==> src/rtl/countdown_pkg.sv <==
// Shared definitions for the countdown timer and the display stage:
// state encoding, BCD digit pair and digit helpers.
package countdown_pkg;

    localparam logic [3:0] BCD_MAX = 4'd9;

    typedef enum logic [1:0] {
        ST_IDLE  = 2'd0,
        ST_RUN   = 2'd1,
        ST_PAUSE = 2'd2,
        ST_DONE  = 2'd3
    } state_t;

    typedef struct packed {
        logic [3:0] ten;
        logic [3:0] unit;
    } bcd_t;

    function automatic logic [3:0] bcd_clamp(input logic [3:0] d);
        return (d > BCD_MAX) ? BCD_MAX : d;
    endfunction

    // Borrow from the tens digit when units underflow.
    function automatic bcd_t bcd_dec(input bcd_t v);
        bcd_t r;
        r = v;
        if (v.unit != 4'd0) begin
            r.unit = v.unit - 4'd1;
        end else begin
            r.unit = BCD_MAX;
            r.ten  = v.ten - 4'd1;
        end
        return r;
    endfunction

endpackage

==> src/rtl/countdown_timer_if.sv <==
// Board control and display-facing signals of the countdown timer.
// master = board/control side, slave = timer.
interface countdown_timer_if;

    logic       set;
    logic       start;
    logic       stop;
    logic [3:0] preset_ten;
    logic [3:0] preset_unit;
    logic [3:0] ten_count;
    logic [3:0] unit_count;
    logic       load;
    logic       running;
    logic       done;

    modport master (
        output set, start, stop, preset_ten, preset_unit,
        input  ten_count, unit_count, load, running, done
    );

    modport slave (
        input  set, start, stop, preset_ten, preset_unit,
        output ten_count, unit_count, load, running, done
    );

endinterface

==> src/rtl/countdown_timer_prescaler.sv <==
// Clock prescaler: counts 0..CLK_DIV-1 while enabled and flags the
// last count as a tick; clear wins over enable and restarts at 0.
module tick_prescaler #(
    parameter int CLK_DIV = 1000
) (
    input  logic clk,
    input  logic reset,
    input  logic clear,
    input  logic enable,
    output logic tick
);

    localparam int W = $clog2(CLK_DIV);
    localparam logic [W-1:0] LAST = W'(CLK_DIV - 1);

    logic [W-1:0] count;

    assign tick = enable && (count == LAST);

    // Prescale counter; holds its value whenever not enabled.
    always_ff @(posedge clk) begin
        if (reset) begin
            count <= '0;
        end else if (clear) begin
            count <= '0;
        end else if (enable) begin
            if (count == LAST) count <= '0;
            else               count <= count + 1'b1;
        end
    end

endmodule

==> src/rtl/countdown_timer.sv <==
// Two-digit BCD countdown timer: control FSM, BCD decrement and the
// load strobe that tells the display stage to capture a new value.
module countdown_timer
    import countdown_pkg::*;
#(
    parameter int CLK_DIV = 1000
) (
    input  logic               clk,
    input  logic               reset,
    countdown_timer_if.slave   bus
);

    state_t state;
    bcd_t   cnt;
    bcd_t   cnt_dec;
    logic   load_q;
    logic   running_q;
    logic   done_q;
    logic   tick;
    logic   pre_clear;
    logic   pre_en;
    logic   nonzero;

    assign nonzero = (cnt != '0);
    assign cnt_dec = bcd_dec(cnt);

    // Prescaler runs only in RUN cycles that are not being paused or
    // preset, so a stop on the tick cycle leaves it parked at the top.
    assign pre_en    = (state == ST_RUN) && !bus.stop && !bus.set;
    assign pre_clear = bus.set || ((state == ST_IDLE) && bus.start && nonzero);

    tick_prescaler #(
        .CLK_DIV (CLK_DIV)
    ) u_prescaler (
        .clk    (clk),
        .reset  (reset),
        .clear  (pre_clear),
        .enable (pre_en),
        .tick   (tick)
    );

    assign bus.ten_count  = cnt.ten;
    assign bus.unit_count = cnt.unit;
    assign bus.load       = load_q;
    assign bus.running    = running_q;
    assign bus.done       = done_q;

    // Control FSM with registered count, load, running and done.
    always_ff @(posedge clk) begin
        if (reset) begin
            state     <= ST_IDLE;
            cnt       <= '0;
            load_q    <= 1'b0;
            running_q <= 1'b0;
            done_q    <= 1'b0;
        end else if (bus.set) begin
            state     <= ST_IDLE;
            cnt.ten   <= bcd_clamp(bus.preset_ten);
            cnt.unit  <= bcd_clamp(bus.preset_unit);
            load_q    <= 1'b1;
            running_q <= 1'b0;
            done_q    <= 1'b0;
        end else begin
            load_q <= 1'b0;
            unique case (state)
                ST_IDLE: begin
                    if (bus.start && nonzero) begin
                        state     <= ST_RUN;
                        running_q <= 1'b1;
                    end
                end
                ST_RUN: begin
                    if (bus.stop) begin
                        state     <= ST_PAUSE;
                        running_q <= 1'b0;
                    end else if (tick) begin
                        cnt    <= cnt_dec;
                        load_q <= 1'b1;
                        if (cnt_dec == '0) begin
                            state     <= ST_DONE;
                            running_q <= 1'b0;
                            done_q    <= 1'b1;
                        end
                    end
                end
                ST_PAUSE: begin
                    if (bus.start && !bus.stop) begin
                        state     <= ST_RUN;
                        running_q <= 1'b1;
                    end
                end
                ST_DONE: begin
                    done_q <= 1'b1;
                end
            endcase
        end
    end

endmodule

==> src/flat_wrapper.sv <==
// flat-port wrapper written by rule: the top's interface ports become plain ports
module countdown_timer_flat import countdown_pkg::*;
#(
    parameter int CLK_DIV = 1000
)
  (clk, reset, bus_set, bus_start, bus_stop, bus_preset_ten, bus_preset_unit, bus_ten_count, bus_unit_count, bus_load, bus_running, bus_done);
  countdown_timer_if bus_i ();
  input  logic clk;
  input  logic reset;
  input wire logic [$bits(bus_i.set)-1:0] bus_set;
  input wire logic [$bits(bus_i.start)-1:0] bus_start;
  input wire logic [$bits(bus_i.stop)-1:0] bus_stop;
  input wire logic [$bits(bus_i.preset_ten)-1:0] bus_preset_ten;
  input wire logic [$bits(bus_i.preset_unit)-1:0] bus_preset_unit;
  output wire logic [$bits(bus_i.ten_count)-1:0] bus_ten_count;
  output wire logic [$bits(bus_i.unit_count)-1:0] bus_unit_count;
  output wire logic [$bits(bus_i.load)-1:0] bus_load;
  output wire logic [$bits(bus_i.running)-1:0] bus_running;
  output wire logic [$bits(bus_i.done)-1:0] bus_done;
  assign bus_i.set = bus_set;
  assign bus_i.start = bus_start;
  assign bus_i.stop = bus_stop;
  assign bus_i.preset_ten = bus_preset_ten;
  assign bus_i.preset_unit = bus_preset_unit;
  assign bus_ten_count = bus_i.ten_count;
  assign bus_unit_count = bus_i.unit_count;
  assign bus_load = bus_i.load;
  assign bus_running = bus_i.running;
  assign bus_done = bus_i.done;
  countdown_timer #(.CLK_DIV(CLK_DIV)) u_core (.clk(clk), .reset(reset), .bus(bus_i));
endmodule
==> config.mk <==
export PLATFORM = sky130hd
export DESIGN_NAME = countdown_timer_flat
export DESIGN_NICKNAME = d
export VERILOG_FILES = /design/src/rtl/countdown_pkg.sv /design/src/rtl/countdown_timer_if.sv /design/src/rtl/countdown_timer_prescaler.sv /design/src/rtl/countdown_timer.sv /design/src/flat_wrapper.sv
export SDC_FILE = /design/constraint.sdc
export NUM_CORES = 1
export LEC_CHECK = 0
export BUFFER_PORTS_ARGS = -buffer_cell sky130_fd_sc_hd__buf_2
export CORE_UTILIZATION = 30
export CTS_BUF_LIST = sky130_fd_sc_hd__clkbuf_8
export DETAILED_ROUTE_END_ITERATION = 8
export HOLD_SLACK_MARGIN = 0.03
export PLACE_DENSITY = 0.45
export REMOVE_ABC_BUFFERS = 1
export SYNTH_ARGS = -nofsm -noshare
export SYNTH_HDL_FRONTEND = slang
export SYNTH_SLANG_ARGS = --single-unit
==> constraint.sdc <==
create_clock -name clk -period 2.11 [get_ports clk]
set_input_delay 0.422 -clock clk [delete_from_list [all_inputs] [get_ports clk]]
set_output_delay 0.422 -clock clk [all_outputs]
set_load 0.01 [all_outputs]
==> out/metrics.csv <==
stage,metric,value,unit
critical_path,CP arrival,2.03,ns
synthesis,Syn Inst Count,155,
routing,WL per Instance,14.70,um
sta,unrepaired setup endpoints after global routing,false,
critical_path,crit path capture type,register,
critical_path,"slowest stage cell, crit path",or4_1,
sta,Least-Margin Pin Slew,0.6259,ns
outcome,status,"complete, no violations",
synthesis,post-synthesis compound-gate area fraction,22.63,%
routing,routed wire length,3.396,mm
critical_path,CP max FO,7,
power_and_ir_drop,Total Power,0.8979,mW
synthesis,Synth Area in XOR/XNOR,5.748,%
synthesis,"area leader, netlist",dfxtp_1,
cts,Post-CTS Setup Bufs,0,
placement,detailed placement HPWL,2.569,mm
sta,Setup TNS,0,ns
synthesis,"Top FF cell, synth",dfxtp_1,
finish,post-route non-filler standard cell count,231,
power_and_ir_drop,"IR drop worst, VDD",0.0002612,V
critical_path,startpoint types,register,
die,Total Die Area,4846,sq um
sta,Final setup viols,0,
sta,Worst Skew,0.003002,ns
finish,fin util,36.10,%
critical_path,R2R cell count,5,
cts,CTS tree,built,
synthesis,sequential area share after synthesis,33.58,%
critical_path,worst-path cell chain,"ha_1, and3b_1, nand4_1, or4_1, nand3_1",
synthesis,synthesized area,1371,sq um
cts,Root Buffer,clkbuf_8,
placement,GP Congestion,0.8152,
sta,fmax,0.5488,GHz
finish,ant diodes,0,
sta,Pins Over Slew Limit,0,
finish,final net count,196,
finish,most frequent cells in the layout,"buf_2 (23), dfxtp_1 (23), a21oi_1 (11), inv_1 (10), nor2_1 (10)",
die,I/O pin count,24,
finish,synthesis-to-layout area growth,15.42,%
routing,initial DRC count,99,
cts,"CTS clk-pin slew, worst paths",0.09,ns
placement,IO buf count,23,
cts,worst-case clock buffer depth,2,
synthesis,Cell variety after synth,50,
critical_path,WP data required,2.32,ns
synthesis,largest family of logic cells by synthesized area,simple AND/OR/NAND/NOR gates,
placement,dpl ws,0.2515,ns
synthesis,Post-Synth Adder-Cell Area,2.737,%
sta,Hold Slack,0.4008,ns
cts,clk_lat worst skew,0.26,ns
die,row count,24,
die,Starting Density,31.28,%
global_route,GRT Total Usage,14.63,%
routing,router iterations before antenna repair,5,
global_route,largest net degree at the start of global routing,13,
finish,fin area,1583,sq um
synthesis,"EDFF count, synth",0,
synthesis,syn avg cell area,8.847,sq um
critical_path,Slowest Stage Delay on Critical Path,0.54,ns
synthesis,yosys warns,0,
die,Die H,69.61,um
synthesis,fraction of registers with async set/reset,0,%
finish,fill count,467,
routing,vias per cell,5.394,
critical_path,Crit Path Category,reg -> reg,
die,die width,69.61,um
sta,Tcrit/Tclk final,86.36,%
sta,final worst path period need,1.822,ns
routing,routed vias,1246,
die,CORE AREA,4384,sq um
cts,clk sinks,23,
power_and_ir_drop,leak pwr,0.5811,nW
synthesis,simple-gate share of the synthesized area,29.11,%
placement,Placed Cells,227,
placement,Area after DPL,1538,sq um
global_route,initial antenna violation count,0,
run,Max-cap violations,0,
global_route,global-route wire length before repair,5.692,mm
finish,layout cells sized above 1,26.26,%
global_route,remaining global-route overflow,0,
hold_path,Hold Path Depth,2,
hold_path,Worst Hold Class,in -> reg,
synthesis,Seq cells post-synth,23,
sta,Hold Fails Final Rpt,0,
sta,post-route setup slack,0.2878,ns
sta,max_slew headroom,57.89,%
cts,hold bufs inserted after CTS,0,
global_route,vias in the first global route,1191,
power_and_ir_drop,PwrDens,567.3,nW/um^2
cts,total CTS buffers,3,
synthesis,post-synthesis mux area share,0,%
synthesis,"top cells by area, synth","dfxtp_1 (34%), a21oi_1 (4.0%), xnor2_1 (3.8%)",
routing,remaining antenna violation count,0,
routing,Remaining DRCs,0,
cts,H-tree depth,1,
synthesis,top cell type's share of synthesized area,33.58,%
cts,post-CTS sizing,0,
-- synthesized netlist by cell type, types with 2 or more instances --
master    instances
a311o_1           2
nor4b_1           2
nor2_2            6
and4_1            2
buf_6             2
nand2_1           7
o211ai_1          3
xor2_1            3
xnor2_1           6
a21oi_1          11
inv_1             9
buf_2             2
o31ai_1           2
nand2b_1          4
nor4_1            4
nand4_1           3
nor2_1           10
nor3_1            4
nor3b_2           2
nand3_1           6
ha_1              3
o21ai_0           5
clkbuf_1          3
a221oi_1          3
dfxtp_1          23
or4_1             2
and3_1            3
-- critical path: cells and delay by family, from the launching register on --
| kind | cells | cell delay [ns] |
|---|---|---|
| flip-flops | 1 | 0.38 |
| AND/OR/NAND/NOR | 4 | 1.19 |
| adder cells (fa/ha/maj) | 1 | 0.20 |
-- power breakdown --
part	internal (mW)	leakage [nW]	switching, mW	total (mW)
combinational	0.0686	0.367	0.0855	0.154
sequential	0.447	0.187	0.0199	0.467
clock	0.130	0.0269	0.147	0.277
-- layer usage --
layer  part of all wire (%)  GRT usage [%]  vias to the layer above
met3                    2.1          2.326                        2
met1                     53          21.36                      594
li1                       -              -                      635
met4                   0.56          3.333                        0
met5                      0              0                        -
met2                     44          22.55                       15
-- cell type report --
class | instances | area (sq um) | share of cell area [%]
clock buffers | 3 | 41.29 | 2.609
clock inverters | 1 | 3.754 | 0.2372
flip-flops and latches | 23 | 460.4 | 29.09
multi-input cells | 115 | 825.8 | 52.17
inverters | 9 | 33.78 | 2.134
repair buffers | 28 | 152.6 | 9.644
well taps | 52 | 65.06 | 4.111
-- registers in the layout, indices dropped and copies added (netlist names) --
register,count
u_core.u_prescaler.count,10
u_core.bus.ten_count,4
u_core.bus.load,1
u_core.bus.done,1
u_core.bus.unit_count,4
u_core.bus.running,1
u_core.state,2
-- worst paths after layout --
check | startpoint | endpoint | slack, ns
min reg2reg | u_core.u_prescaler.count[1] | u_core.u_prescaler.count[1] | 0.47
min | bus_preset_ten[3] | u_core.bus.ten_count[1] | 0.40
max reg2reg | u_core.u_prescaler.count[0] | u_core.bus.unit_count[1] | 0.29
max | u_core.u_prescaler.count[0] | u_core.bus.unit_count[1] | 0.29
-- cells by family (layout without fill, tap and decap cells) --
| kind of cell | Yosys count | after routing |
|---|---|---|
| flops | 23 | 23 |
| fa+ha+maj | 3 | 3 |
| xor+xnor | 9 | 9 |
| compound gates | 40 | 40 |
| buf+inv | 17 | 41 |
| simple gates | 63 | 63 |
Power figures use the tool's default switching activity.
